[src/rtl/tone_pkg.sv]
// tone_pkg: shared tone timing defaults, demodulator state encoding and bin codes.
package tone_pkg;
   localparam int HP0_DEF = 37796;
   localparam int HP1_DEF = 42424;
   localparam int HP2_DEF = 47620;
   localparam int HP3_DEF = 50451;
   localparam int CNT_W = 17;
   typedef enum logic [1:0] {IDLE, ACQUIRE, LOCKED} state_t;
   typedef logic [2:0] bin_t;
   localparam bin_t BIN_NONE = 3'd4;
   function automatic logic [3:0] one_hot(input bin_t b);
      return (b == BIN_NONE) ? 4'd0 : 4'b0001 << b[1:0];
   endfunction
endpackage

[src/rtl/tone_period_meter.sv]
// tone_period_meter: synchronizes rx_in, flags every transition and measures the cycles between them.
module tone_period_meter
   import tone_pkg::*;
(
   input  logic             clk,
   input  logic             rst,
   input  logic             rx_in,
   output logic             edge_pulse,
   output logic [CNT_W-1:0] meas,
   output logic [CNT_W-1:0] count
);
   logic [2:0] sync;
   logic [CNT_W-1:0] inc;
   logic toggle;
   always_comb begin
      toggle = sync[1] ^ sync[2];
      inc = &count ? count : count + 1'b1;
   end
   // meas includes the detection cycle, so edges P cycles apart measure exactly P
   always_ff @(posedge clk) begin
      if (rst) begin
         sync <= '0;
         edge_pulse <= 1'b0;
         meas <= '0;
         count <= '0;
      end else begin
         sync <= {sync[1:0], rx_in};
         edge_pulse <= toggle;
         meas <= toggle ? inc : meas;
         count <= toggle ? '0 : inc;
      end
   end
endmodule

[src/rtl/tone_demodulator.sv]
// tone_demodulator: classifies measured half-periods into tones and locks onto a stable tone.
module tone_demodulator
   import tone_pkg::*;
#(
   parameter int HP0 = HP0_DEF,
   parameter int HP1 = HP1_DEF,
   parameter int HP2 = HP2_DEF,
   parameter int HP3 = HP3_DEF,
   parameter int TOL = 1024,
   parameter int LOCK_CNT = 4,
   parameter int MISS_MAX = 2,
   parameter int TIMEOUT = 60000
) (
   input  logic       clk,
   input  logic       rst,
   input  logic       rx_in,
   output logic [7:0] data_out,
   output logic       valid,
   output logic       locked
);
   localparam logic [7:0] LOCK_C = 8'(LOCK_CNT);
   localparam logic [7:0] MISS_C = 8'(MISS_MAX);
   localparam logic [CNT_W-1:0] TMO = CNT_W'(TIMEOUT);
   logic edge_pulse;
   logic [CNT_W-1:0] meas, count;
   state_t state, state_n;
   bin_t bin, cand, cand_n;
   logic [7:0] match_cnt, match_n, miss_cnt, miss_n;
   logic [3:0] data_q, data_n;
   logic valid_q, valid_n;
   tone_period_meter u_meter (
      .clk(clk),
      .rst(rst),
      .rx_in(rx_in),
      .edge_pulse(edge_pulse),
      .meas(meas),
      .count(count)
   );
   function automatic logic near(input logic [CNT_W-1:0] m, input int hp);
      int d;
      d = int'(m) - hp;
      return (d <= TOL) && (d >= -TOL);
   endfunction
   always_comb bin = near(meas, HP0) ? 3'd0 : near(meas, HP1) ? 3'd1 :
                     near(meas, HP2) ? 3'd2 : near(meas, HP3) ? 3'd3 : BIN_NONE;
   always_ff @(posedge clk) begin
      if (rst) begin
         state <= IDLE;
         cand <= BIN_NONE;
         match_cnt <= '0;
         miss_cnt <= '0;
         data_q <= '0;
         valid_q <= 1'b0;
      end else begin
         state <= state_n;
         cand <= cand_n;
         match_cnt <= match_n;
         miss_cnt <= miss_n;
         data_q <= data_n;
         valid_q <= valid_n;
      end
   end
   // an edge always wins over a coincident timeout
   always_comb begin
      state_n = state;
      cand_n = cand;
      match_n = match_cnt;
      miss_n = miss_cnt;
      data_n = data_q;
      valid_n = 1'b0;
      if (edge_pulse) begin
         if (state == IDLE) begin
            state_n = ACQUIRE;
            cand_n = BIN_NONE;
            match_n = '0;
            miss_n = '0;
         end else if (state == ACQUIRE) begin
            cand_n = bin;
            match_n = (bin == cand && bin != BIN_NONE) ? match_cnt + 1'b1 : {7'd0, bin != BIN_NONE};
            if (match_n == LOCK_C) begin
               state_n = LOCKED;
               miss_n = '0;
               data_n = one_hot(bin);
               valid_n = 1'b1;
            end
         end else begin
            miss_n = (bin == cand) ? '0 : miss_cnt + 1'b1;
            if (miss_n == MISS_C) begin
               state_n = ACQUIRE;
               cand_n = bin;
               match_n = {7'd0, bin != BIN_NONE};
               miss_n = '0;
               data_n = '0;
               valid_n = 1'b1;
            end
         end
      end else if (state != IDLE && count >= TMO) begin
         state_n = IDLE;
         data_n = '0;
         valid_n = |data_q;
      end
   end
   always_comb begin
      data_out = {4'd0, data_q};
      valid = valid_q;
      locked = state == LOCKED;
   end
endmodule

[config.mk]
export PLATFORM = sky130hd
export DESIGN_NAME = tone_demodulator
export DESIGN_NICKNAME = d
export VERILOG_FILES = /design/src/rtl/tone_pkg.sv /design/src/rtl/tone_period_meter.sv /design/src/rtl/tone_demodulator.sv
export SDC_FILE = /design/constraint.sdc
export NUM_CORES = 1
export LEC_CHECK = 0
export BUFFER_PORTS_ARGS = -buffer_cell sky130_fd_sc_hd__buf_2
export CAP_MARGIN = 20
export CORE_MARGIN = 1
export CORE_UTILIZATION = 40
export CTS_CLUSTER_SIZE = 16
export DETAILED_ROUTE_END_ITERATION = 10
export PLACE_DENSITY = 0.53
export SLEW_MARGIN = 20
export SYNTH_ARGS = -nofsm -noshare
export SYNTH_HDL_FRONTEND = slang
export SYNTH_SLANG_ARGS = --single-unit
export TNS_END_PERCENT = 10
[constraint.sdc]
create_clock -name clk -period 7.4 [get_ports clk]
set_input_delay 1.11 -clock clk [delete_from_list [all_inputs] [get_ports clk]]
set_output_delay 1.11 -clock clk [all_outputs]
set_load 0.03 [all_outputs]
==> metrics, run 1 <==
outcome complete, no violations; min Tclk post-route 4425 ps; leak pwr 1.581 nW; Worst EP required 7630 ps; pwr/cell area 145.6 nW/um2; vias per cell 5.828; Total Power 677.2 uW; initial drt markers 257; Ys Warns 0; r2r startpoint u_meter.meas[14]$_SDFFE_PP0P_; slowest CP cell dfxtp_1; Max-slew headroom 37.57%; cts repair resizes 0; All-Layer GR Usage 19.69%; Avg Inst Size Synth 7.751 um2; share of cells above drive strength 1 8.229%; H-tree depth 3; Crit Path Max Fanout 23; Final ANT Viol Nets 0; CP Launch Point u_meter.meas[14]$_SDFFE_PP0P_; Post-Syn Area 4418 um2; R2R setup slack 2970 ps; Initial Utilization 40.93%; CP most frequent cell or4_1; flops & latches, synth 64; max-cap violation count 0; RSZ-0062 raised after global routing false; Setup Total Neg Slack 0 ps; # Post-CTS Setup Buffers 0; HP Start u_meter.sync[0]$_SDFF_PP0_; final period utilization 59.80%; n_diodes 0; Die X-Extent 107.1 um; first-pass GRT wire length 17980 um; CORE AREA 10790 um2; Post-synth EDFFs 0; Num CTS Buffers 9; largest net degree at the start of global routing 30; worst-margin pin slew 935.2 ps; worst-skew pair later-pin latency 340 ps; crit-path cells nor2b_1, a221o_1, or4_1, or4_1, o21ai_1, nor3_1, xnor2_1, o311a_1, o31ai_4, nor2_1, a2111oi_1; std cell rows 38; Hold-fix buffers, CTS 0; Die ar. 11470 um2; crit-path max cell delay 830 ps; dpl ws 2991 ps; Port Buffer Count 8; CTS tree done; Synth top area share 29.00%; Fin. Hold Viols 0; grt ovf 0; Worst Hold Path EP u_meter.sync[1]$_SDFF_PP0_; Vias 4074; routability cong. 0.8366; f_max 226.0 MHz; largest area contributor in the netlist dfxtp_1; Seq/Total Area, Yosys 29.00%; Startpoint Class flop; synth top area cells dfxtp_1 (29%), nand2_1 (4.8%), nor2_1 (4.8%); final wirelength 10720 um; Reg2Reg Depth 11; hold path depth 1; Fin Clk Skew 12.62 ps; # nets final 564; # setup viols final 0; commonest non-fill, non-tap cell in the layout dfxtp_1; post-route worst setup slack 2975 ps; Top FF cell, synth dfxtp_1; Syn Inst Count 570; DRT Pass-1 Iters 5; Setup crit end kind flop; Setup CP Type flop to flop; Crit Reg-Reg Endpoint match_cnt[0]$_SDFFE_PP0P_; DRC Markers 0; fin. max-slew vios 0; Die Span Y 107.1 um; CTS Sinks 64; initial antenna violation count 0; IO Count 13; most frequent cells in the layout dfxtp_1 (64), nor2_1 (57), nand2_1 (57), a21oi_1 (28), nand3_1 (25); peak supply drop 0.00008942 V; clock slew at reported path FFs 70 ps; Distinct cells, synth 77; routed len/inst 15.34 um; root buf cell clkbuf_8; Clock Path Buffers 2; Final HPWL DP 7851 um; CP Data Arrival Time 4660 ps; HP Class flop to flop; number of global-route vias before repair 3658; Area growth syn-to-layout 5.296%; Synth async-reset ratio 0%
[synthesized netlist by cell type (all sizes together) (6+ instances only)]
| cell type | count |
|---|---|
| nand3 | 25 |
| and3 | 9 |
| ha | 7 |
| inv | 22 |
| dfxtp | 64 |
| xnor2 | 24 |
| a31oi | 9 |
| a211oi | 11 |
| nand2 | 57 |
| buf | 20 |
| mux2i | 7 |
| a21oi | 29 |
| xor2 | 9 |
| nand2b | 20 |
| o22ai | 12 |
| nor3 | 17 |
| nor2 | 57 |
| nand4 | 6 |
| o21ai | 24 |
| nor4 | 12 |
| nor2b | 10 |
| clkbuf | 18 |
[critical path: cells and delay by family (launching register included)]
family	cells	cell delay, ps
simple gates	5	1400
xor+xnor	1	180
flops	1	830
compound gates	5	1890
[registers in the layout (all words and copies together) (netlist names)]
register            count
u_meter.count          17
u_meter.meas           17
u_meter.sync            3
miss_cnt                8
state                   2
u_meter.edge_pulse      1
valid                   1
data_q                  4
cand                    3
match_cnt               8
[metal layers]
metal / share of wire [%] / track usage, % / vias up
met1: 50 / 28.20 / 1926
met4: 2.2 / 7.632 / 0
li1: - / - / 2045
met2: 45 / 28.94 / 86
met3: 3.5 / 3.647 / 17
met5: 0 / 0 / -
[final cells by class]
type                    instances  area, um2
clock buffers                  11      141.4
clock inverters                 5      56.30
fillers                      1082       6141
inverters                      22      82.58
multi-input cells             449       2875
flip-flops and latches         64       1281
well taps                     140      175.2
repair buffers                  8      40.04
[report_power, final]
group / internal, mW / switching [mW]
Clock: 0.164 / 0.135
Combinational: 0.00661 / 0.0194
Sequential: 0.348 / 0.00411
[kinds of logic (layout without fill, tap and decap cells)]
group	count (synthesis)	count (layout)	share of synthesized area, %
AOI/OAI and AO/OA	150	150	25.15
xor gates and xnor gates	33	33	6.882
adders and majority gates	7	7	1.982
buffers and inverters	60	46	6.174
DFF	64	64	29.00
muxes	9	9	2.096
other	1	4	0.08488
and+or+nand+nor	246	246	28.63
[how the worst max path moves through the flow]
stage,endpoint,slack (ps),depth (start not counted)
floorplan,data_q[2]$_SDFFE_PP0P_,3860,15
global placement,match_cnt[0]$_SDFFE_PP0P_,3120,11
detailed placement,match_cnt[0]$_SDFFE_PP0P_,2990,11
CTS,match_cnt[0]$_SDFFE_PP0P_,2980,11
global route,match_cnt[0]$_SDFFE_PP0P_,2670,11
finish,match_cnt[0]$_SDFFE_PP0P_,2970,11
[per-stage QoR]
step	hold slack [ps]	util, %	instance area, um2	std cells
final	443.5	43.10	4652	699
after global routing	470.4	43.10	4652	699
after CTS	451.7	43.10	4652	699
after detailed placement	430.1	41.27	4454	683
after global placement	423.0	41.27	4454	683
after floorplan	413.8	-	4429	573
Note: power is estimated with default switching activity, not from simulation.
==> run 2: changes to the inputs <==
==> constraint.sdc (replaced) <==
create_clock -name clk -period 4.55 [get_ports clk]
set_input_delay 0.6825 -clock clk [delete_from_list [all_inputs] [get_ports clk]]
set_output_delay 0.6825 -clock clk [all_outputs]
set_load 0.03 [all_outputs]
==> run 2 against run 1 <==
Compared with the run above: sequential cell count unchanged; final area grew 1.6%; clock skew hardly changed; via count is 0.54% higher; first-iteration DRC count is 7.8% higher; setup slack worse by 2500 ps; die area is the same; clock-buffer cell count unchanged; critical endpoint is now miss_cnt[4]$_SDFFE_PP0P_; largest cell class unchanged.
==> metrics, run 2 (synthesized netlist as in run 1, its figures left out) <==
Fin Clk Skew 12.66 ps (+0.03350 ps); f_max 244.1 MHz (+8.0%); post-route worst setup slack 454.1 ps (-2521 ps); slowest CP cell dfxtp_1; All-Layer GR Usage 20.21% (+0.52 points); crit-path max cell delay 740 ps (-90 ps); initial antenna violation count 0 (unchanged); CTS tree done; max-cap violation count 0 (unchanged); Setup crit end kind flop; Setup CP Type flop to flop; placed cell area 4529 um2 (+1.7%); final wirelength 11100 um (+3.5%); commonest non-fill, non-tap cell in the layout dfxtp_1; clock slew at reported path FFs 70 ps (about the same); first-pass GRT wire length 18320 um (+1.9%); IO Count 13 (unchanged); vias per cell 5.777 (-0.88%); # fillers 1080 (-0.18%); Crit Path Max Fanout 18 (-22%); register share of total power 51.7% (-0.3 points); Total Power 1.108 mW (+64%); R2R setup slack 450 ps (-2520 ps); Vias 4096 (+0.54%); DRC Markers 0 (unchanged); routability cong. 0.8434 (+0.81%); combinational power share 3.9% (about the same); RSZ-0062 raised after global routing false; Die Span Y 107.1 um (unchanged); H-tree depth 3 (unchanged); net switching power 263.7 uW (+66%); Num CTS Buffers 9 (unchanged); CP most frequent cell o21ai_1; grt ovf 0 (unchanged); min Tclk post-route 4096 ps (-329.2 ps); final std cells w/o fill 709 (+1.4%); met1 usage 28.71% (+0.50 points); Die X-Extent 107.1 um (unchanged); Final HPWL DP 8259 um (+5.2%); outcome complete, no violations; crit-path cells nor3_1, a2111oi_1, o22ai_1, or4_1, o21ai_1, or2_2, o21ai_1, or3_1, a211oi_2, buf_4, nand2b_1, a31oi_1; Clock Path Buffers 2 (unchanged); Worst Hold Path EP u_meter.sync[1]$_SDFF_PP0_; Worst EP required 4830 ps (-2800 ps); final period utilization 90.02% (+30 points); Startpoint Class flop; Final ANT Viol Nets 0 (unchanged); share of cells above drive strength 1 9.842% (+1.6 points); Fin. Hold Viols 0 (unchanged); n_diodes 0 (unchanged); met2 GRT Util 30.74% (+1.8 points); hold slack final 438.5 ps (-5.033 ps); GR peak layer met2; Core Util, Final 43.81% (+0.71 points); Reg2Reg Depth 12 (+1); std cell rows 38 (unchanged); worst-margin pin slew 961.9 ps (+26.68 ps); # setup viols final 0 (unchanged); Max-slew headroom 35.87% (-1.7 points); routed len/inst 15.65 um (+2.1%); largest net degree at the start of global routing 25 (-17%); dpl cells 693 (+1.5%); biggest regs u_meter.count: 17 flops, u_meter.meas: 17 flops; peak supply drop 0.0001442 V (+61%); worst-skew pair later-pin latency 340 ps (about the same); Int Pwr 844.1 uW (+63%); CTS Sinks 64 (unchanged); HP Start u_meter.sync[0]$_SDFF_PP0_; pwr/cell area 234.3 nW/um2 (+61%); CP Data Arrival Time 4370 ps (-290 ps); clock share of power 44.4% (+0.2 points); leak pwr 1.634 nW (+3.4%); # Post-CTS Setup Buffers 0 (unchanged); most frequent cells in the layout dfxtp_1 (64), nor2_1 (57), nand2_1 (57), a21oi_1 (28), nand3_1 (25); # nets final 574 (+1.8%); fin. max-slew vios 0 (unchanged); initial drt markers 277 (+7.8%); M3 GR Usage 3.465% (-0.18 points); dpl ws 429.3 ps (-2562 ps); DRT Pass-1 Iters 5 (unchanged); Initial Utilization 40.93% (unchanged); switching portion of total power 23.80% (+0.40 points); Crit Reg-Reg Endpoint miss_cnt[4]$_SDFFE_PP0P_; root buf cell clkbuf_8; Die ar. 11470 um2 (unchanged); number of global-route vias before repair 3714 (+1.5%); HP Class flop to flop; hold path depth 1 (unchanged); Setup Total Neg Slack 0 ps (unchanged); CORE AREA 10790 um2 (unchanged); Area growth syn-to-layout 7.023%; Port Buffer Count 8 (unchanged); r2r startpoint u_meter.meas[9]$_SDFFE_PP0P_; Design Area, Final 4728 um2 (+1.6%)
run 2: changes by cell type in the layout (fill, tap and decap cells not counted):
cell / before / now
a2111oi_1: 1 / 2
buf_4: 0 / 10
a2111oi_0: 3 / 2
run 2: worst max-delay path by stage:
stage	from	endpoint	slack, ps	depth (start not counted)
after global placement	u_meter.meas[12]$_SDFFE_PP0P_	miss_cnt[6]$_SDFFE_PP0P_	500	12
after global routing	u_meter.meas[12]$_SDFFE_PP0P_	miss_cnt[4]$_SDFFE_PP0P_	130	12
after CTS	u_meter.meas[9]$_SDFFE_PP0P_	miss_cnt[4]$_SDFFE_PP0P_	410	12
after floorplan	u_meter.meas[4]$_SDFFE_PP0P_	data_q[2]$_SDFFE_PP0P_	1010	15
after detailed placement	u_meter.meas[12]$_SDFFE_PP0P_	miss_cnt[6]$_SDFFE_PP0P_	430	12
final	u_meter.meas[9]$_SDFFE_PP0P_	miss_cnt[4]$_SDFFE_PP0P_	450	12
run 2: critical path, delay by kind of cell (launching register included):
kind | cells | cell delay, ps
AND/OR/NAND/NOR | 5 | 1310
buffers and inverters | 1 | 230
flip-flops | 1 | 740
AO/OA/AOI/OAI | 6 | 1740
run 2: area by class of cell:
| type | count | area (um2) | area share, % |
|---|---|---|---|
| clock inverters | 5 | 56.30 | 1.191 |
| repair buffers | 18 | 115.1 | 2.435 |
| inverters | 22 | 82.58 | 1.746 |
| multi-input cells | 449 | 2877 | 60.84 |
| well taps | 140 | 175.2 | 3.705 |
| clock buffers | 11 | 141.4 | 2.990 |
| flip-flops and latches | 64 | 1281 | 27.10 |
run 2: repair_timing:
item	CTS	global route
hold buffers	0	0
resized for setup	0	1
endpoints found under the setup margin	0	6
run 2: layer usage:
layer	vias up	share of wire [%]
li1	2064	-
met1	1934	51
met2	83	44
met3	15	3.4
met4	0	1.9
met5	-	0
run 2: power by group through the flow:
stage | Sequential (mW) | Clock, mW | Combinational [mW]
4_1_cts | 0.572 | 0.506 | 0.0434
6_report | 0.573 | 0.492 | 0.0431
3_3_place_gp | 0.585 | 0 | 0.0428
3_5_place_dp | 0.585 | 0 | 0.0434
5_1_grt | 0.573 | 0.527 | 0.0484
2_1_floorplan | 0.582 | 0 | 0.0383
